## src/rtl/mem_load_unit_pkg.sv

```systemverilog
// Shared definitions for the load unit: load op codes, FSM state encoding,
// default address-window constants and small width helpers.
package mem_load_unit_pkg;

    localparam int OP_W = 3;

    typedef enum logic [OP_W-1:0] {
        DE_lw  = 3'd0,
        DE_lh  = 3'd1,
        DE_lhu = 3'd2,
        DE_lb  = 3'd3,
        DE_lbu = 3'd4
    } de_op_e;

    localparam logic [1:0] ST_IDLE  = 2'd0;
    localparam logic [1:0] ST_BUS   = 2'd1;
    localparam logic [1:0] ST_DRAIN = 2'd2;
    localparam logic [1:0] ST_RESP  = 2'd3;

    typedef enum logic [1:0] {
        S_IDLE  = ST_IDLE,
        S_BUS   = ST_BUS,
        S_DRAIN = ST_DRAIN,
        S_RESP  = ST_RESP
    } ld_state_e;

    localparam int          DATA_W_DEF   = 32;
    localparam logic [31:0] DM_END_DEF   = 32'h0000_2fff;
    localparam int          NUM_DEV_DEF  = 2;
    localparam logic [63:0] DEV_BASE_DEF = {32'h0000_7f10, 32'h0000_7f00};
    localparam int          DEV_SIZE_DEF = 12;
    localparam int          TIMEOUT_DEF  = 15;

    // Number of byte-lane address bits inside one bus word.
    function automatic int lane_bits(input int data_w);
        return $clog2(data_w / 8);
    endfunction

    // Timeout counter width; never narrower than 4 bits.
    function automatic int cnt_bits(input int timeout);
        int b;
        b = $clog2(timeout + 1);
        return (b < 4) ? 4 : b;
    endfunction

endpackage

```

## src/rtl/mem_load_unit_if.sv

```systemverilog
// Load-unit signal bundle: pipeline request, bus read channel and response.
// slave = the load unit, master = the surrounding pipeline/bus side.
interface mem_load_unit_if #(
    parameter int DATA_W = mem_load_unit_pkg::DATA_W_DEF
);
    import mem_load_unit_pkg::*;

    logic              req_valid;
    logic              req_ready;
    logic [31:0]       req_addr;
    logic [OP_W-1:0]   req_op;
    logic              req_ovf;
    logic              flush;

    logic              bus_req;
    logic [31:0]       bus_addr;
    logic              bus_ack;
    logic [DATA_W-1:0] bus_rdata;

    logic              resp_valid;
    logic              resp_ready;
    logic [31:0]       resp_data;
    logic              resp_adel;
    logic              resp_timeout;

    modport slave (
        input  req_valid, req_addr, req_op, req_ovf, flush,
        input  bus_ack, bus_rdata, resp_ready,
        output req_ready, bus_req, bus_addr,
        output resp_valid, resp_data, resp_adel, resp_timeout
    );

    modport master (
        output req_valid, req_addr, req_op, req_ovf, flush,
        output bus_ack, bus_rdata, resp_ready,
        input  req_ready, bus_req, bus_addr,
        input  resp_valid, resp_data, resp_adel, resp_timeout
    );

endinterface

```

## src/rtl/mem_load_unit_ld_lane_ext.sv

```systemverilog
// Combinational lane extractor: picks the byte/half/word at a lane offset of
// a bus word and sign- or zero-extends it to 32 bits according to the load op.
module ld_lane_ext
    import mem_load_unit_pkg::*;
#(
    parameter  int DATA_W = DATA_W_DEF,
    localparam int LANE_W = lane_bits(DATA_W)
) (
    input  logic [DATA_W-1:0] i_word,
    input  logic [LANE_W-1:0] i_lane,
    input  logic [OP_W-1:0]   i_op,
    output logic [31:0]       o_data
);

    localparam int NB = DATA_W / 8;

    logic [7:0]        w_bytes [NB];
    logic [LANE_W-1:0] w_lane1;
    logic [LANE_W-1:0] w_lane2;
    logic [LANE_W-1:0] w_lane3;
    logic [7:0]        w_b0;
    logic [7:0]        w_b1;
    logic [7:0]        w_b2;
    logic [7:0]        w_b3;

    genvar gi;
    generate
        for (gi = 0; gi < NB; gi++) begin : g_bytes
            assign w_bytes[gi] = i_word[gi*8 +: 8];
        end
    endgenerate

    // Lane offsets wrap inside the word; alignment checks upstream keep
    // half/word accesses from ever actually straddling the word end.
    assign w_lane1 = i_lane + LANE_W'(1);
    assign w_lane2 = i_lane + LANE_W'(2);
    assign w_lane3 = i_lane + LANE_W'(3);

    assign w_b0 = w_bytes[i_lane];
    assign w_b1 = w_bytes[w_lane1];
    assign w_b2 = w_bytes[w_lane2];
    assign w_b3 = w_bytes[w_lane3];

    always_comb begin
        o_data = {w_b3, w_b2, w_b1, w_b0};
        case (i_op)
            DE_lh:   o_data = {{16{w_b1[7]}}, w_b1, w_b0};
            DE_lhu:  o_data = {16'h0000, w_b1, w_b0};
            DE_lb:   o_data = {{24{w_b0[7]}}, w_b0};
            DE_lbu:  o_data = {24'h00_0000, w_b0};
            default: o_data = {w_b3, w_b2, w_b1, w_b0};
        endcase
    end

endmodule

```

## src/rtl/mem_load_unit.sv

```systemverilog
// Multi-cycle load unit: checks alignment/address windows, issues a bus read,
// waits for a variable-latency ack and returns the extended result.
// Optional bus timeout enabled with `define MEM_LOAD_TIMEOUT_EN.
module mem_load_unit
    import mem_load_unit_pkg::*;
#(
    parameter int                    DATA_W   = DATA_W_DEF,
    parameter logic [31:0]           DM_END   = DM_END_DEF,
    parameter int                    NUM_DEV  = NUM_DEV_DEF,
    parameter logic [NUM_DEV*32-1:0] DEV_BASE = DEV_BASE_DEF,
    parameter int                    DEV_SIZE = DEV_SIZE_DEF,
    parameter int                    TIMEOUT  = TIMEOUT_DEF
) (
    input  logic           i_clk,
    input  logic           i_rst_n,
    mem_load_unit_if.slave io_bus
);

    localparam int LANE_W = lane_bits(DATA_W);

    ld_state_e         r_state;
    logic              r_req_ready;
    logic              r_bus_req;
    logic [31:0]       r_bus_addr;
    logic [LANE_W-1:0] r_lane;
    logic [OP_W-1:0]   r_op;
    logic              r_resp_valid;
    logic [31:0]       r_resp_data;
    logic              r_resp_adel;
    logic              r_resp_timeout;

    logic [NUM_DEV-1:0] w_dev_hit;
    logic               w_in_dm;
    logic               w_in_dev;
    logic               w_misalign;
    logic               w_out_of_range;
    logic               w_dev_subword;
    logic               w_err;
    logic               w_accept;
    logic               w_to_hit;
    logic [31:0]        w_line_addr;
    logic [31:0]        w_ext_data;

    // Address window decode on the incoming request (33-bit to avoid wrap).
    genvar gi;
    generate
        for (gi = 0; gi < NUM_DEV; gi++) begin : g_dev
            localparam logic [32:0] BASE = {1'b0, DEV_BASE[gi*32 +: 32]};
            localparam logic [32:0] LAST = BASE + 33'(DEV_SIZE - 1);
            assign w_dev_hit[gi] = ({1'b0, io_bus.req_addr} >= BASE) &&
                                   ({1'b0, io_bus.req_addr} <= LAST);
        end
    endgenerate

    assign w_in_dm        = (io_bus.req_addr <= DM_END);
    assign w_in_dev       = |w_dev_hit;
    assign w_out_of_range = !w_in_dm && !w_in_dev;
    assign w_dev_subword  = w_in_dev && (io_bus.req_op != DE_lw);

    always_comb begin
        w_misalign = 1'b1;
        case (io_bus.req_op)
            DE_lw:          w_misalign = |io_bus.req_addr[1:0];
            DE_lh, DE_lhu:  w_misalign = io_bus.req_addr[0];
            DE_lb, DE_lbu:  w_misalign = 1'b0;
            default:        w_misalign = 1'b1;
        endcase
    end

    assign w_err       = w_misalign | w_out_of_range | w_dev_subword | io_bus.req_ovf;
    assign w_accept    = io_bus.req_valid && r_req_ready && !io_bus.flush;
    assign w_line_addr = {io_bus.req_addr[31:LANE_W], {LANE_W{1'b0}}};

`ifdef MEM_LOAD_TIMEOUT_EN
    localparam int CNT_W = cnt_bits(TIMEOUT);

    logic [CNT_W-1:0] r_to_cnt;

    // Counts ack-less bus cycles; keeps running across BUS -> DRAIN.
    always_ff @(posedge i_clk or negedge i_rst_n) begin
        if (!i_rst_n) begin
            r_to_cnt <= '0;
        end else if (w_accept) begin
            r_to_cnt <= '0;
        end else if ((r_state == S_BUS || r_state == S_DRAIN) && !io_bus.bus_ack) begin
            r_to_cnt <= r_to_cnt + CNT_W'(1);
        end
    end

    assign w_to_hit = (r_to_cnt == CNT_W'(TIMEOUT - 1));
`else
    assign w_to_hit = 1'b0;
`endif

    ld_lane_ext #(
        .DATA_W (DATA_W)
    ) u_lane_ext (
        .i_word (io_bus.bus_rdata),
        .i_lane (r_lane),
        .i_op   (r_op),
        .o_data (w_ext_data)
    );

    always_ff @(posedge i_clk or negedge i_rst_n) begin
        if (!i_rst_n) begin
            r_state        <= S_IDLE;
            r_req_ready    <= 1'b0;
            r_bus_req      <= 1'b0;
            r_bus_addr     <= '0;
            r_lane         <= '0;
            r_op           <= DE_lw;
            r_resp_valid   <= 1'b0;
            r_resp_data    <= '0;
            r_resp_adel    <= 1'b0;
            r_resp_timeout <= 1'b0;
        end else begin
            case (r_state)
                S_IDLE: begin
                    r_req_ready <= 1'b1;
                    if (w_accept) begin
                        r_req_ready <= 1'b0;
                        r_lane      <= io_bus.req_addr[LANE_W-1:0];
                        r_op        <= io_bus.req_op;
                        if (w_err) begin
                            r_state        <= S_RESP;
                            r_resp_valid   <= 1'b1;
                            r_resp_adel    <= 1'b1;
                            r_resp_timeout <= 1'b0;
                            r_resp_data    <= '0;
                        end else begin
                            r_state    <= S_BUS;
                            r_bus_req  <= 1'b1;
                            r_bus_addr <= w_line_addr;
                        end
                    end
                end
                S_BUS: begin
                    // An ack in the final counted cycle wins over the timeout.
                    if (io_bus.bus_ack || w_to_hit) begin
                        r_bus_req <= 1'b0;
                        if (io_bus.flush) begin
                            r_state     <= S_IDLE;
                            r_req_ready <= 1'b1;
                        end else begin
                            r_state        <= S_RESP;
                            r_resp_valid   <= 1'b1;
                            r_resp_adel    <= 1'b0;
                            r_resp_timeout <= !io_bus.bus_ack;
                            r_resp_data    <= io_bus.bus_ack ? w_ext_data : 32'h0;
                        end
                    end else if (io_bus.flush) begin
                        r_state <= S_DRAIN;
                    end
                end
                S_DRAIN: begin
                    if (io_bus.bus_ack || w_to_hit) begin
                        r_bus_req   <= 1'b0;
                        r_state     <= S_IDLE;
                        r_req_ready <= 1'b1;
                    end
                end
                S_RESP: begin
                    if (io_bus.resp_ready || io_bus.flush) begin
                        r_state        <= S_IDLE;
                        r_req_ready    <= 1'b1;
                        r_resp_valid   <= 1'b0;
                        r_resp_adel    <= 1'b0;
                        r_resp_timeout <= 1'b0;
                        r_resp_data    <= '0;
                    end
                end
                default: begin
                    r_state <= S_IDLE;
                end
            endcase
        end
    end

    assign io_bus.req_ready    = r_req_ready;
    assign io_bus.bus_req      = r_bus_req;
    assign io_bus.bus_addr     = r_bus_addr;
    assign io_bus.resp_valid   = r_resp_valid;
    assign io_bus.resp_data    = r_resp_data;
    assign io_bus.resp_adel    = r_resp_adel;
    assign io_bus.resp_timeout = r_resp_timeout;

endmodule

```

## src/flat_wrapper.sv

```systemverilog
// flat-port wrapper written by rule: the top's interface ports become plain ports
module mem_load_unit_flat import mem_load_unit_pkg::*;
#(
    parameter int                    DATA_W   = DATA_W_DEF,
    parameter logic [31:0]           DM_END   = DM_END_DEF,
    parameter int                    NUM_DEV  = NUM_DEV_DEF,
    parameter logic [NUM_DEV*32-1:0] DEV_BASE = DEV_BASE_DEF,
    parameter int                    DEV_SIZE = DEV_SIZE_DEF,
    parameter int                    TIMEOUT  = TIMEOUT_DEF
)
  (i_clk, i_rst_n, io_bus_req_valid, io_bus_req_addr, io_bus_req_op, io_bus_req_ovf, io_bus_flush, io_bus_bus_ack, io_bus_bus_rdata, io_bus_resp_ready, io_bus_req_ready, io_bus_bus_req, io_bus_bus_addr, io_bus_resp_valid, io_bus_resp_data, io_bus_resp_adel, io_bus_resp_timeout);
  mem_load_unit_if #(.DATA_W(DATA_W)) io_bus_i ();
  input  logic i_clk;
  input  logic i_rst_n;
  input wire logic [$bits(io_bus_i.req_valid)-1:0] io_bus_req_valid;
  input wire logic [$bits(io_bus_i.req_addr)-1:0] io_bus_req_addr;
  input wire logic [$bits(io_bus_i.req_op)-1:0] io_bus_req_op;
  input wire logic [$bits(io_bus_i.req_ovf)-1:0] io_bus_req_ovf;
  input wire logic [$bits(io_bus_i.flush)-1:0] io_bus_flush;
  input wire logic [$bits(io_bus_i.bus_ack)-1:0] io_bus_bus_ack;
  input wire logic [$bits(io_bus_i.bus_rdata)-1:0] io_bus_bus_rdata;
  input wire logic [$bits(io_bus_i.resp_ready)-1:0] io_bus_resp_ready;
  output wire logic [$bits(io_bus_i.req_ready)-1:0] io_bus_req_ready;
  output wire logic [$bits(io_bus_i.bus_req)-1:0] io_bus_bus_req;
  output wire logic [$bits(io_bus_i.bus_addr)-1:0] io_bus_bus_addr;
  output wire logic [$bits(io_bus_i.resp_valid)-1:0] io_bus_resp_valid;
  output wire logic [$bits(io_bus_i.resp_data)-1:0] io_bus_resp_data;
  output wire logic [$bits(io_bus_i.resp_adel)-1:0] io_bus_resp_adel;
  output wire logic [$bits(io_bus_i.resp_timeout)-1:0] io_bus_resp_timeout;
  assign io_bus_i.req_valid = io_bus_req_valid;
  assign io_bus_i.req_addr = io_bus_req_addr;
  assign io_bus_i.req_op = io_bus_req_op;
  assign io_bus_i.req_ovf = io_bus_req_ovf;
  assign io_bus_i.flush = io_bus_flush;
  assign io_bus_i.bus_ack = io_bus_bus_ack;
  assign io_bus_i.bus_rdata = io_bus_bus_rdata;
  assign io_bus_i.resp_ready = io_bus_resp_ready;
  assign io_bus_req_ready = io_bus_i.req_ready;
  assign io_bus_bus_req = io_bus_i.bus_req;
  assign io_bus_bus_addr = io_bus_i.bus_addr;
  assign io_bus_resp_valid = io_bus_i.resp_valid;
  assign io_bus_resp_data = io_bus_i.resp_data;
  assign io_bus_resp_adel = io_bus_i.resp_adel;
  assign io_bus_resp_timeout = io_bus_i.resp_timeout;
  mem_load_unit #(.DATA_W(DATA_W), .DM_END(DM_END), .NUM_DEV(NUM_DEV), .DEV_BASE(DEV_BASE), .DEV_SIZE(DEV_SIZE), .TIMEOUT(TIMEOUT)) u_core (.i_clk(i_clk), .i_rst_n(i_rst_n), .io_bus(io_bus_i));
endmodule
```

## config.mk

```make
export PLATFORM = sky130hd
export DESIGN_NAME = mem_load_unit_flat
export DESIGN_NICKNAME = d
export VERILOG_FILES = /design/src/rtl/mem_load_unit_pkg.sv /design/src/rtl/mem_load_unit_if.sv /design/src/rtl/mem_load_unit_ld_lane_ext.sv /design/src/rtl/mem_load_unit.sv /design/src/flat_wrapper.sv
export SDC_FILE = /design/constraint.sdc
export NUM_CORES = 1
export LEC_CHECK = 0
export BUFFER_PORTS_ARGS = -buffer_cell sky130_fd_sc_hd__buf_2
export CAP_MARGIN = 20
export CORE_ASPECT_RATIO = 1.2
export CORE_MARGIN = 2
export CORE_UTILIZATION = 56
export CTS_CLUSTER_DIAMETER = 60
export DETAILED_ROUTE_END_ITERATION = 8
export GPL_ROUTABILITY_DRIVEN = 0
export GPL_TIMING_DRIVEN = 0
export PLACE_DENSITY_LB_ADDON = 0.08
export REMOVE_ABC_BUFFERS = 1
export SYNTH_ARGS = -nofsm -noshare
export SYNTH_HDL_FRONTEND = slang
export SYNTH_HIERARCHICAL = 1
export SYNTH_SLANG_ARGS = --single-unit
```

## constraint.sdc

```tcl
create_clock -name i_clk -period 4.76 [get_ports i_clk]
set_clock_uncertainty 0.05 [all_clocks]
set_input_delay 0.238 -clock i_clk [delete_from_list [all_inputs] [get_ports i_clk]]
set_output_delay 0.238 -clock i_clk [all_outputs]
set_load 0.01 [all_outputs]
```

* Yosys cells after proc, flatten, opt, wreduce, memory -nomap -nowiden
Index checks and enable logic that the tools add are counted.
** Operators by class
- Add/sub/neg operators :: 3
- Magnitude comparators :: 9
- Equal/unequal tests :: 21
- Mux-type cells :: 52
- Bitwise logic cells :: 8
- Reduce and logical (&&, ||, !) cells :: 27
** Operator list (count)
- 32-bit 2-to-1 mux :: 5
- 32-bit case mux with 4 select lines :: 1
- 32-bit case mux with 3 select lines :: 1
- 8-bit binary-select mux with 2-bit select :: 4
- 32-bit by 15-bit >= comparator with 1-bit output (second input constant) :: 2
- 32-bit by 15-bit less-or-equal comparator with 1-bit output (second input constant) :: 2
- 8-bit 2-to-1 mux :: 8
- 32-bit by 14-bit less-or-equal comparator with 1-bit output (second input constant) :: 1
- 1-bit 2-to-1 mux :: 19
- 2-bit 2-to-1 mux :: 7
- 3-bit by 2-bit equality test with 1-bit output (second input constant) :: 4
- 3-bit >= comparator (second input constant) :: 4
- 2-bit NOT with 3-bit output :: 4
- 1-bit case mux with 3 select lines :: 4
- 4-bit AND reduction :: 3
- 2-bit != test (second input constant) :: 5
- 2-bit OR reduction :: 5
- 2-bit by 1-bit != test with 1-bit output (second input constant) :: 4
- 2-bit case mux with 4 select lines :: 1
- 3-bit by 1-bit equality test with 1-bit output (second input constant) :: 2
- 3-bit equality test (second input constant) :: 2
- 1-bit logical AND :: 6
- 6-bit AND reduction :: 1
- 3-bit nonzero test :: 2
- 16 further kinds :: 23
** Word-level totals
- Register bits after elaboration :: 74
- Output and inout port bits :: 69
- Logic and storage cells :: 130

* Logic depth before layout (Yosys ltp)
Gate-level depths: netlist of run 1.
- Depth in word-level cells :: 11
- Gate-level depth with buffers :: 9
- Mapped depth without buffers :: 7

* By module
The synthesis of run 1 kept the hierarchy.
** Modules (own cells, without submodules)
- mem_load_unit :: instances 1, cells an instance 295, area an instance 3299.4 µm², sequential area each 1851.8 µm²
- ld_lane_ext :: instances 1, cells an instance 113, area an instance 1258.7 µm², sequential area each 0.0 µm²

* Worst setup path before layout of run 1
Ideal clock, no wire load.
- Path kind :: input -> register
- Start :: input port io_bus_req_op[1]
- End :: register u_core.r_resp_adel (netlist: u_core/io_bus.resp_adel)
- Library setup time :: 0.125 ns
- Arrival :: 1.767 ns
- Data required time :: 4.585 ns
- Slack :: 2.819 ns
- Cell stages on the path :: 7
- Path through :: or4_1 > o21ai_1 > a21oi_1 > nor3_2 > a31o_1 > buf_6 > mux2_2
** On the way
- Cells in the longest elaborated chain, start to end :: 8
- Elaborated cells on any way between the ends :: 15
- Classes of those cells :: eq/ne (5); mux (1); bitwise (3); reduce/logical (6)
** RTL lines
- start, declared :: line flat_wrapper.sv:17 : input wire logic [$bits(io_bus_i.req_op)-1:0] io_bus_req_op;
- 3-bit by 2-bit equality test with 1-bit output, or another cell as far along :: line mem_load_unit.sv:62 : case (io_bus.req_op)
- 2-bit OR reduction :: line mem_load_unit.sv:62
- 1-bit case mux with 3 select lines :: line mem_load_unit.sv:62
- 1-bit bitwise OR :: line mem_load_unit.sv:70 : assign w_err = w_misalign | w_out_of_range | w_dev_subword | io_bus.req_ovf;
- 1-bit bitwise OR * (2 in series) :: line mem_load_unit.sv:70
- 2-bit by 1-bit != test with 1-bit output (no source line) *
- 6-bit AND reduction (no source line) *
- end signal, assigned :: line mem_load_unit.sv:114 : r_resp_adel <= 1'b0;
- end signal, assigned :: line mem_load_unit.sv:127 : r_resp_adel <= 1'b1;
- end signal, assigned :: line mem_load_unit.sv:147 : r_resp_adel <= 1'b0;
- end, declared :: line mem_load_unit.sv:29 : logic r_resp_adel;
Mark *: on every way between the ends. The rest lies on a longest branch, timed or not.
A chain may end at the register's enable or synchronous reset.

* Final worst setup path of run 1
- Start :: register u_core.r_lane[1]
- End :: register u_core.r_resp_data[19] (netlist: u_core/io_bus.resp_data[19])
** On the way
- Cells in the longest elaborated chain, start to end :: 9
- Elaborated cells on any way between the ends :: 18
- Classes of those cells :: add/sub (2); mux (13); bitwise (3)
** RTL lines
- start, declared :: line mem_load_unit.sv:25 : logic [LANE_W-1:0] r_lane;
- start signal, assigned :: line mem_load_unit.sv:122 : r_lane <= io_bus.req_addr[LANE_W-1:0];
- 2-bit adder or 2-bit by 1-bit adder with 2-bit output (tied branches) :: line mem_load_unit_ld_lane_ext.sv:36, mem_load_unit_ld_lane_ext.sv:35
- 2-bit NOT with 3-bit output (on tied branches) :: line mem_load_unit_ld_lane_ext.sv:41, mem_load_unit_ld_lane_ext.sv:40
- 8-bit binary-select mux with 2-bit select (on tied branches) :: line mem_load_unit_ld_lane_ext.sv:41, mem_load_unit_ld_lane_ext.sv:40
- 8-bit 2-to-1 mux (on tied branches) (2 in series) :: line mem_load_unit_ld_lane_ext.sv:41, mem_load_unit_ld_lane_ext.sv:40
- 32-bit case mux with 4 select lines * :: line mem_load_unit_ld_lane_ext.sv:46 : case (i_op)
- named net u_core.w_ext_data[19] :: line mem_load_unit.sv:42 : logic [31:0] w_ext_data;
- 32-bit 2-to-1 mux * :: line mem_load_unit.sv:141 : if (io_bus.flush) begin
- 32-bit 2-to-1 mux * :: line mem_load_unit.sv:139 : if (io_bus.bus_ack || w_to_hit) begin
- 32-bit case mux with 3 select lines * :: line mem_load_unit.sv:117 : case (r_state)
- end signal, assigned :: line mem_load_unit.sv:149 : r_resp_data <= io_bus.bus_ack ? w_ext_data : 32'h0;
- end, declared :: line mem_load_unit.sv:28 : logic [31:0] r_resp_data;
Mark *: on every way through the listed nets, which the timed path passes. The rest lies on a longest branch. The select of a mux whose other input is x is not followed.

==> flow_results.org, run 1 <==
** Timing
- Setup repair after global routing missed its margin :: false
- Final hold violations :: 0
- For the pin with the worst max-slew slack, the measured transition is 1070 ps.
- Final worst path period share :: 0.573
- Minimum clock period after layout :: 2730 ps
- Based on the critical path, the design can be clocked at up to 367 MHz.
- Setup violations remaining at the end of the flow were counted as 0.
- The number of slew-limit violations in the final report was 0.
- In the final timing run, aggregate negative setup slack is 0 ps.
- The worst pin sits at a relative slew slack of 0.285.

** Critical path
- Arrival time of data at the critical path endpoint :: 2920 ps
- STA classifies the critical path startpoint as a register.
- Startpoint of the most critical register-to-register path :: u_core/r_lane[1]$_DFFE_PN0P_
- Setup slack on the worst reg-to-reg path comes out at 2030 ps.
- Kind of end point of the critical path :: register
- First element of the critical path :: u_core/r_lane[1]$_DFFE_PN0P_
- Worst endpoint required time :: 4960 ps
- By startpoint and endpoint, the worst setup path is classified as register to register.
- Along the worst path, the maximum fanout reaches 18.

** Synth
- In the synthesized netlist the async set-or-reset flop fraction comes to 1.00.
- The mapped netlist covers 4560 um^2.
- Synth warn :: 6
- After synthesis, the cell types taking the most area are dfrtp_1, mux4_2, mux2i_1.
- Prevailing post-synth register cell :: dfrtp_1
- Post-synth cell types :: 47
- Sequential share of the synthesized area :: 0.406
- Summed over all instances, the cell type with the most area after synthesis is dfrtp_1.
- Mapped Avg Cell Area :: 11.2 um^2
- #FFs+latches synth :: 74
- Count of flip-flops with a built-in enable after synthesis :: 0
- Synthesis produced 408 cells.
- Share of the synthesized area in the top cell type :: 0.406

** Place
- Cell area after placement :: 5270 um^2
- # placed instances :: 619
- Once detailed placement completed, the half-perimeter wirelength came to 7360 um.
- Buffers added on ports :: 140

** GRT
- Entering global routing, the biggest net connects 74 pins.
- Vias in the first global route :: 3425
- Total congestion overflow after global routing :: 0
- GRT Overall Usage :: 0.235
- Antenna violations before repair :: 0
- The first global-routing pass estimated 16200 um of wire.

** Worst hold path
- In this run the most critical hold path is launched from io_bus_req_addr[1].
- The tightest min-delay check is of the input pin to register type.

** Power and ir drop
- Summed over all cells, the static leakage comes to 2.81 nW.
- Of the total power, the clock network draws 0.145.
- Net Switching :: 1.32 mW
- Of the total power, registers draw 0.318.
- Net switching fraction of the power :: 0.415
- Cell Pwr Density :: 581 nW/um^2
- Of the total power, combinational logic draws 0.537.
- Pint :: 1.86 mW
- Worst vdd ir :: 0.399 mV
- Overall power consumption after layout is estimated at 3.17 mW.

** Drt
- Total length of routed wires :: 10100 um
- After detailed routing, the number of remaining DRC violations is 0.
- In this run the remaining antenna-violating nets after routing total 0.
- Detailed routing inserted a total of 3603 vias.
- Routed len/inst :: 15.9 um
- Drt via density :: 5.67
- The pre-antenna-repair detailed-routing pass consisted of 4 iterations.
- Initial DRC Count :: 173

** Finish
- NumNets Final :: 616
- Fill count :: 647
- 0 antenna diodes ended up in the layout.
- Post-route insts no fill :: 636
- Final instance area :: 5470 um^2
- Syn-to-layout area delta :: 20.0%
- Share of cells above drive strength 1 :: 0.383

** Outcome
- The run finished with clean final reports.

** Run
- Maxcap violations :: 0

** Clock network
- After clock tree synthesis, the clock-pin slew on the worst setup and hold paths is 80 ps.
- Hold buffer count at CTS :: 1
- Worst-skew pair later-pin latency :: 360 ps
- Clock buffer depth :: 2
- CTS built an H-tree with a depth of 3.
- CTS tree :: built
- Number of instances resized during post-cts repair :: 0
- In this run the post-CTS setup repair buffer count came out at 0.
- CTS buffer count :: 9
- Number of sinks handled by clock tree synthesis :: 74
- Root buffer selected by CTS :: clkbuf_8

** Floorplanning
- The initial utilization of the core area, before any placement, comes to 0.569.
- DIE HEIGHT :: 103 um
- In this run the core area contains 36 standard-cell rows.
- # IOs :: 143
- The total area inside the core boundary comes to 8020 um^2.
- X dimension of the die :: 86.4 um
- Die Footprint :: 8880 um^2
metal layers:
| metal | part of all wire | wire (um) | vias up | global-route usage |
|---|---|---|---|---|
| met3 | 0.065 | 659 | 19 | 0.0504 |
| met5 | 0 | 0 | - | 0 |
| met4 | 0.024 | 242 | 0 | 0.101 |
| li1 | - | - | 1716 | - |
| met2 | 0.50 | 5000 | 136 | 0.384 |
| met1 | 0.42 | 4190 | 1732 | 0.305 |
worst paths after layout:
kind | end | cells after the start
worst max register to register | u_core/io_bus.resp_data[19]$_DFFE_PN0P_ | 5
worst min register to register | u_core/io_bus.bus_addr[31]$_DFFE_PN0P_ | 1
max in group asynchronous | u_core/r_lane[0]$_DFFE_PN0P_ | 3
worst max-delay path | u_core/io_bus.resp_data[19]$_DFFE_PN0P_ | 5
worst min-delay path | u_core/r_lane[1]$_DFFE_PN0P_ | 3
min in group asynchronous | u_core/io_bus.resp_timeout$_DFFE_PN0P_ | 2
state kept, by name, summed over array words and instances (netlist names), 2 cells and up:
| register | flops |
|---|---|
| u_core/io_bus.bus_addr | 30 |
| u_core/r_state | 2 |
| u_core/r_lane | 2 |
| u_core/io_bus.resp_data | 32 |
| u_core/r_op | 3 |
placed cells by master, fill, tap and decap left out, types with 2 or more instances in the layout:
cell,count
buf_16,4
inv_6,2
clkinv_4,2
nand2b_1,4
mux2_2,11
mux4_1,3
o21ai_0,20
nand2_1,51
nor2b_1,3
clkinvlp_4,2
clkbuf_8,9
a21boi_0,2
a21o_1,3
o21a_1,2
nand3_1,2
conb_1,2
a21oi_1,14
mux2i_1,34
a22o_1,8
and2_1,18
inv_1,38
a221o_1,8
mux2_1,3
nor4_1,3
dfrtp_1,73
nor3_1,10
mux4_2,29
buf_2,139
ha_1,6
nor2_1,15
worst max-delay path, cell delays in order, from the launching register on:
cell and delay [ps]:
dfrtp_1 870, mux4_2 750, mux2i_1 520, o21ai_0 220, nand2_1 120, mux2i_1 70
through the flow:
| stage | hold slack (ps) | worst slack [ps] | util |
|---|---|---|---|
| 6_report | 37.6 | 2030 | 0.682 |
| 5_1_grt | 31.7 | 1900 | 0.682 |
| 4_1_cts | 26.1 | 2050 | 0.682 |
| 2_1_floorplan | -108 | 1600 | - |
| 3_5_place_dp | -13.4 | 2040 | 0.658 |
| 3_3_place_gp | 400 | 810 | 0.643 |
logic make-up (layout without fill, tap and decap cells):
group / Yosys count / count (layout) / synth area share
fa+ha+maj: 7 / 7 / 0.0187
flops: 74 / 74 / 0.406
buf+inv: 67 / 199 / 0.0802
simple gates: 117 / 117 / 0.134
mux: 80 / 80 / 0.270
compound gates: 62 / 62 / 0.0906
other cells: 1 / 2 / 0.000823
cell type report:
type	instances	area (um^2)	area share
clock inverter	7	61.3	0.0112
sequential	74	1850	0.339
tap	95	119	0.0217
timing repair buffer	145	823	0.151
inverter	38	143	0.0261
clock buffer	9	124	0.0227
multi-input combinational	268	2340	0.429
power groups by stage:
stage / registers, mW / logic (mW) / clock network (mW)
floorplan: 1.08 / 1.11 / 0
global placement: 1.04 / 1.59 / 0
detailed placement: 1.03 / 1.70 / 0
CTS: 1.01 / 1.71 / 0.472
global route: 1.05 / 1.87 / 0.498
finish: 1.01 / 1.71 / 0.459
cells in the mapped netlist, types with 10 or more instances:
master / instances
inv_1: 38
nor3_1: 10
a21oi_1: 14
clkbuf_1: 12
nor2_1: 15
nand2_1: 51
o21ai_0: 20
mux2_2: 11
dfrtp_1: 74
mux2i_1: 34
mux4_2: 29
and2_1: 18
(Power assumes the default switching activity.)
==> inputs of run 2 (changes only) <==
- CORE_UTILIZATION: 56 -> 52
- clock period: 4.76 -> 2.8 ns (I/O delays scaled with it)
==> run 2 against run 1 <==
- sequential power rose by 70%
- largest power group unchanged
- clock power is 95% higher
- power up 73%
- utilization is 2.1 points lower
- clock-buffer cell count grew 1
- via count is 1.5% higher
- critical path depth up 1
- global-route usage is 1.8 points lower
- design area up 3.5%
- largest cell class unchanged
==> flow_results.org, run 2 (synthesis gave the netlist of run 1 again) <==
** Finish
- Commonest cells after routing, fill and taps aside: buf_2, dfrtp_1, nand2_1 (unchanged).
- Most common cell after layout, fill and taps aside :: buf_2 (unchanged)
- The utilization after layout is 0.661 (was 0.682).
- Total inserted antenna cells :: 0 (unchanged)
- The proportion of layout cells with a drive suffix above 1 came to 0.372 (was 0.383).
- The layout net count came to 630 (was 616).
- The number of flip-flops in the largest register was 32 (unchanged).
- Final instance area :: 5660 um^2 (was 5470 um^2)
- The post-synthesis to final-layout area growth was 24.1% (was 20.0%).

** Timing
- Slew Limit Fails :: 0 (unchanged)
- The final hold violation count was 0 (unchanged).
- The final worst-path cycle share was 0.925 (was 0.573).
- The worst slew margin relative to its limit is 0.301 (was 0.285).
- Tightest Pin Transition :: 1050 ps (was 1070 ps)
- Smallest setup slack after layout :: 210 ps (was 2030 ps)
- Setup repair after global routing missed its margin: false (unchanged).
- Maximum clock frequency :: 386 MHz (was 367 MHz)
- The total negative slack came to 0 ps (unchanged).
- The shortest clock period the worst path allows after layout was 2590 ps (was 2730 ps).
- Finish-stage setup viols :: 0 (unchanged)

** Clock network
- The clock sink total came to 74 (unchanged).
- CTS tree :: built (unchanged)
- The level count of the clock H-tree was 3 (unchanged).
- The post-CTS setup buffer count was 0 (unchanged).
- CTS buffer count :: 9 (unchanged)
- The clock input transition at the sequential cells of the worst setup and hold paths is 80 ps (about the same).
- Clock buffer depth :: 2 (unchanged)
- Root buffer selected by CTS :: clkbuf_8 (unchanged)
- Worst-skew pair later-pin latency :: 350 ps (was 360 ps)

** Critical path
- Biggest fanout along the worst timing path :: 18 (unchanged)
- The critical path endpoint category is a register (unchanged).
- The standard cell with the maximum stage delay on the critical path is dfrtp_2 (was dfrtp_1).
- The number of cell instances on the worst register-to-register path is 6 (was 5).
- The start of the worst register-to-register path is u_core/r_lane[1]$_DFFE_PN0P_ (unchanged).
- The worst reg-to-reg setup slack was 210 ps (was 2030 ps).
- Worst endpoint required time :: 2970 ps (was 4960 ps)
- Worst setup path category :: register to register (unchanged)
- The most frequent cell on the critical path was mux2i_1 (unchanged).
- Kind of cell adding the most delay to the critical path :: multiplexers (unchanged)
- The type of origin of the critical path was a register (unchanged).
- Reg-to-reg critical path endpoint :: u_core/io_bus.resp_data[18]$_DFFE_PN0P_ (was u_core/io_bus.resp_data[19]$_DFFE_PN0P_)
- CP bufs+invs :: 1 (was 0)
- Worst stage delay on the critical path :: 660 ps (was 870 ps)
- Arrival time of data at the critical path endpoint :: 2760 ps (was 2920 ps)
- Cells along the critical path: buf_16 -> mux4_2 -> mux2i_1 -> o21ai_0 -> nand2_1 -> mux2i_1 (was mux4_2 -> mux2i_1 -> o21ai_0 -> nand2_1 -> mux2i_1).

** Place
- Cell area after placement :: 5290 um^2 (was 5270 um^2)
- HPWL after detailed placement :: 7370 um (was 7360 um)
- Worst slack at placement :: -33.4 ps (was 2040 ps)
- The number of input and output port buffers inserted was 140 (unchanged).

** Floorplanning
- The boundary pin count was 143 (unchanged).
- Number of placement rows :: 37 (was 36)
- Core footprint :: 8560 um^2 (was 8020 um^2)
- The die outline area is 9530 um^2 (was 8880 um^2).
- X dimension of the die :: 89.5 um (was 86.4 um)
- DIE HEIGHT :: 107 um (was 103 um)
- Starting utilization of the core area :: 0.532 (was 0.569)

** Power and ir drop
- The total design power came to 5.50 mW (was 3.17 mW).
- Cell Pwr Density :: 972 nW/um^2 (was 581 nW/um^2)
- Worst vdd ir :: 0.505 mV (was 0.399 mV)
- The leakage power of the design came to 2.87 nW (was 2.81 nW).

** Drt
- Residual DRC count :: 0 (unchanged)
- Initial DRC Count :: 171 (was 173)
- Pre-antenna DRT Iters :: 4 (unchanged)
- Number of nets with antenna violations after detailed routing :: 0 (unchanged)
- The via total after detailed routing is 3656 (was 3603).
- The wire length after detailed routing came to 10200 um (was 10100 um).
- Routed len/inst :: 15.2 um (was 15.9 um)
- Drt via density :: 5.45 (was 5.67)

** GRT
- Total congestion overflow after global routing :: 0 (unchanged)
- The met2 capacity usage during global routing was 0.344 (was 0.384).
- Global route hottest layer :: met2 (unchanged)
- The global router's overall resource usage came to 0.217 (was 0.235).
- Antenna violations before repair :: 0 (unchanged)
- Maximum number of pins on one net before global-route repair :: 51 (was 74)
- The met3 capacity usage during global routing is 0.0365 (was 0.0504).
- Global routing usage on met1 :: 0.290 (was 0.305)
- The first-pass GRT wire length was 16100 um (was 16200 um).
- Vias in the first global route :: 3431 (was 3425)

** Worst hold path
- The critical hold path startpoint is io_bus_req_addr[12] (was io_bus_req_addr[1]).
- Hold Path Sink :: u_core/io_bus.bus_addr[12]$_DFFE_PN0P_ (was u_core/r_lane[1]$_DFFE_PN0P_)
- Worst hold-check path type :: input pin to register (unchanged)
- The instance count along the most critical hold path came to 2 (was 3).

** Run
- The number of max-cap violations came to 0 (unchanged).

** Outcome
- Result of the run: complete, no violations (unchanged).
## run 2: cell types whose count changed in the layout (fill, tap and decap cells not counted), moves of 2 or more
cell | before | now
bufinv_16 | 0 | 2
inv_6 | 2 | 0
clkinv_4 | 2 | 0
dlygate4sd3_1 | 1 | 15
## run 2: cell type report
cell class	count	area (um^2)
Multi-Input combinational cell	268	2350
Fill cell	675	2910
Tap cell	117	146
Timing Repair Buffer	159	951
Clock buffer	10	128
Clock inverter	5	80.1
Inverter	38	143
Sequential cell	74	1860
## run 2: per-stage QoR
step	std cells	hold WS [ps]
6_report	671	22.3
2_1_floorplan	380	-206
5_1_grt	671	17.5
3_3_place_gp	637	304
4_1_cts	671	4.16
3_5_place_dp	641	36.2
## run 2: worst max-delay path by stage
stage	slack, ps	startpoint	cells after the start	endpoint
global placement	-1180	u_core/r_state[1]$_DFFE_PN0P_	6	u_core/io_bus.resp_adel$_DFFE_PN0P_
finish	210	u_core/r_lane[1]$_DFFE_PN0P_	6	u_core/io_bus.resp_data[18]$_DFFE_PN0P_
floorplan	-360	u_core/r_state[1]$_DFFE_PN0P_	6	u_core/io_bus.resp_adel$_DFFE_PN0P_
detailed placement	-30	u_core/r_lane[1]$_DFFE_PN0P_	6	u_core/io_bus.resp_data[18]$_DFFE_PN0P_
CTS	40	io_bus_req_addr[7]	8	u_core/io_bus.resp_data[3]$_DFFE_PN0P_
global route	90	u_core/r_lane[1]$_DFFE_PN0P_	6	u_core/io_bus.resp_data[21]$_DFFE_PN0P_
## run 2: where the power goes
group          internal (mW)  total, mW  switching (mW)  leakage [nW]
sequential              1.36       1.72           0.360         0.996
combinational           1.46       2.88            1.42          1.78
clock                  0.496      0.896           0.401        0.0984
total                   3.32       5.50            2.18          2.87
## run 2: what timing repair did
action                     CTS  global route
resized for setup            1             3
hold endpoints to repair    38             0
setup endpoints to repair    3            20
hold buffers                15             0
## run 2: worst reg2reg max path: stages, from the launching register on
cell and delay, ps:
dfrtp_2 660, buf_16 220, mux4_2 650, mux2i_1 530, o21ai_0 190, nand2_1 110, mux2i_1 70
## run 2: routing by layer
| metal | share of wire | vias up |
|---|---|---|
| li1 | - | 1736 |
| met1 | 0.43 | 1763 |
| met2 | 0.49 | 137 |
| met3 | 0.062 | 20 |
| met4 | 0.025 | 0 |
| met5 | 0 | - |
==> inputs of run 3 (changes only) <==
- clock period: 2.8 -> 2.5 ns (I/O delays scaled with it)
==> run 3 against run 2 <==
- die area did not move
- register-to-register slack worse by 100 ps
- sequential power increased by 13%
- largest cell class unchanged
- critical path type is now input pin to register
- combinational power rose by 17%
- highest routed layer unchanged
- routed wire length increased by 4.7%
- first-iteration DRC count down 6.4%
- critical endpoint is now u_core/io_bus.resp_data[5]$_DFFE_PN0P_
- critical path depth up 2
==> flow_results.org, run 3 (synthesis gave the netlist of run 1 again) <==
** Timing
- Setup repair after global routing missed its margin: true (was false).
- The worst slew margin relative to its limit is 0.313 (was 0.301).
- The minimum setup slack in the final design was 90.3 ps (was 210 ps).
- The transition at the pin with the smallest max-transition slack was 1030 ps (was 1050 ps).
- The number of slew-limit violations in the final report came to 0 (unchanged).
- Final worst path period share :: 0.964
- Minimum clock period after layout :: 2410 ps
- Maximum clock frequency :: 415 MHz
- The final hold violation count is 0 (unchanged).
- Finish-stage setup viols :: 0 (unchanged)
- Accumulated negative setup slack :: 0 ps (unchanged)

** Floorplanning
- Die Footprint :: 9530 um^2 (unchanged)
- Starting utilization of the core area :: 0.532 (unchanged)
- Core footprint :: 8560 um^2 (unchanged)
- # IOs :: 143 (unchanged)
- X dimension of the die :: 89.5 um (unchanged)
- The floorplan die height came to 107 um (unchanged).
- The placement row count was 37 (unchanged).

** Place
- Buffers added on ports :: 140 (unchanged)
- The worst slack at placement came to -333 ps (was -33.4 ps).
- The placed wire-length estimate is 7370 um (unchanged).

** Drt
- The wire length after detailed routing is 10700 um (was 10200 um).
- Via total after detailed routing :: 3706 (was 3656)
- Number of nets with antenna violations after detailed routing :: 0 (unchanged)
- The number of design-rule violations left by the first detailed-router iteration was 160 (was 171).
- The via-per-instance ratio was 5.49 (was 5.45).
- Pre-antenna DRT Iters :: 4 (unchanged)
- Routed len/inst :: 15.8 um (was 15.2 um)
- Residual DRC count :: 0 (unchanged)

** Clock network
- CTS buffer count :: 9 (unchanged)
- The clock tree from TritonCTS is built (unchanged).
- Root buffer selected by CTS :: clkbuf_8 (unchanged)
- Clk slew on worst S/H paths :: 80 ps (about the same)
- Worst-skew pair later-pin latency :: 350 ps (about the same)
- The clock sink total came to 74 (unchanged).
- Total number of H-tree levels :: 3 (unchanged)
- The largest buffer count on any clock path is 2 (unchanged).

** Finish
- The post-synthesis to final-layout area growth was 25.4% (was 24.1%).
- The proportion of layout cells with a drive suffix above 1 is 0.376 (was 0.372).
- Flip-flop count of the largest register after layout :: 32 (unchanged)
- The commonest non-fill, non-tap cell in the layout was buf_2 (unchanged).
- Fill count :: 669 (was 675)
- Total inserted antenna cells :: 0 (unchanged)
- Fraction of the core area covered by cells at the end of the flow :: 0.667 (was 0.661)
- NumNets Final :: 634 (was 630)
- Commonest cells after routing, fill and taps aside :: buf_2, dfrtp_1, nand2_1 (unchanged)

** GRT
- Wire length of the first global-routing pass :: 16300 um (was 16100 um)
- GRT Overall Usage :: 0.219 (was 0.217)
- The maximum number of pins on one net before global-route repair was 51 (unchanged).
- The number of global-route vias before repair came to 3455 (was 3431).
- The sum of overflow across all layers after global routing is 0 (unchanged).
- Antenna violations before repair :: 0 (unchanged)

** Critical path
- Arrival time of data at the critical path endpoint :: 2630 ps (was 2760 ps)
- Startpoint types :: input pin (was register)
- CP bufs+invs :: 2 (was 1)
- The critical path endpoint category is a register (unchanged).
- The category of cells accounting for the largest share of critical-path delay was simple AND/OR/NAND/NOR gates (was multiplexers).
- Worst endpoint required time :: 2720 ps (was 2970 ps)
- Biggest fanout along the worst timing path :: 10 (was 18)
- Cells along the critical path :: dlygate4sd3_1 -> buf_2 -> or4_1 -> o21ai_1 -> a21oi_1 -> nor3_2 -> a31o_2 -> mux2i_1 (was buf_16 -> mux4_2 -> mux2i_1 -> o21ai_0 -> nand2_1 -> mux2i_1)
- Worst stage delay on the critical path :: 550 ps (was 660 ps)
- The critical path class is input pin to register (was register to register).
- The standard cell with the maximum stage delay on the critical path was dlygate4sd3_1 (was dfrtp_2).

** Power and ir drop
- Cell Pwr Density :: 1100 nW/um^2 (was 972 nW/um^2)
- Worst vdd ir :: 0.568 mV (was 0.505 mV)
- Total leakage power :: 2.90 nW (was 2.87 nW)

** Run
- Maxcap violations :: 0 (unchanged)

** Outcome
- Result of the run: complete, no violations (unchanged).

** Worst hold path
- Worst hold-check path type :: input pin to register (unchanged)
-- run 3: per-stage QoR --
step,total power [mW],cell area (um^2),hold slack [ps],cells
5_1_grt,6.75,5720,40.1,675
4_1_cts,6.20,5680,33.4,673
6_report,6.30,5720,57.4,675
3_3_place_gp,5.03,5190,289,637
2_1_floorplan,4.17,4340,-221,380
3_5_place_dp,5.14,5290,21.2,641
-- run 3: per-layer routing --
metal	global-route usage	wire length [um]	up-vias
li1	-	-	1743
met1	0.291	4360	1798
met2	0.351	5340	143
met3	0.0365	733	22
met4	0.0938	267	0
met5	0	0	-
-- run 3: layout make-up --
cell class | count | area (um^2) | area share
multi-input combinational | 269 | 2370 | 0.415
sequential | 74 | 1860 | 0.325
timing repair buffer | 162 | 991 | 0.173
tap | 117 | 146 | 0.0256
inverter | 38 | 143 | 0.0250
clock buffer | 10 | 128 | 0.0223
clock inverter | 5 | 80.1 | 0.0140
-- run 3: path summary, 6_finish.rpt --
path	from	end	slack [ps]	cells after the start
worst max-delay path	io_bus_req_op[0]	u_core/io_bus.resp_data[5]$_DFFE_PN0P_	90	8
worst min register to register	u_core/io_bus.bus_addr[24]$_DFFE_PN0P_	u_core/io_bus.bus_addr[24]$_DFFE_PN0P_	430	1
worst min-delay path	io_bus_req_addr[14]	u_core/io_bus.bus_addr[14]$_DFFE_PN0P_	60	2
max in group asynchronous	i_rst_n	u_core/r_lane[0]$_DFFE_PN0P_	1630	3
worst max register to register	u_core/r_lane[1]$_DFFE_PN0P_	u_core/io_bus.resp_data[18]$_DFFE_PN0P_	110	6
min in group asynchronous	i_rst_n	u_core/io_bus.bus_addr[23]$_DFFE_PN0P_	190	2
-- run 3: power breakdown --
group,internal [mW],leakage (nW),switching (mW)
registers,1.53,0.996,0.404
clock network,0.555,0.0984,0.445
logic,1.70,1.80,1.66
total,3.79,2.90,2.51
-- run 3: what timing repair did --
item / in CTS / in global routing
resized for setup: 4 / 3
setup buffers: 0 / 1
endpoints found under the setup margin: 27 / 35
hold buffers: 17 / 0
pin swaps: 0 / 1
cloned: 0 / 1
hold endpoints to repair: 40 / 0
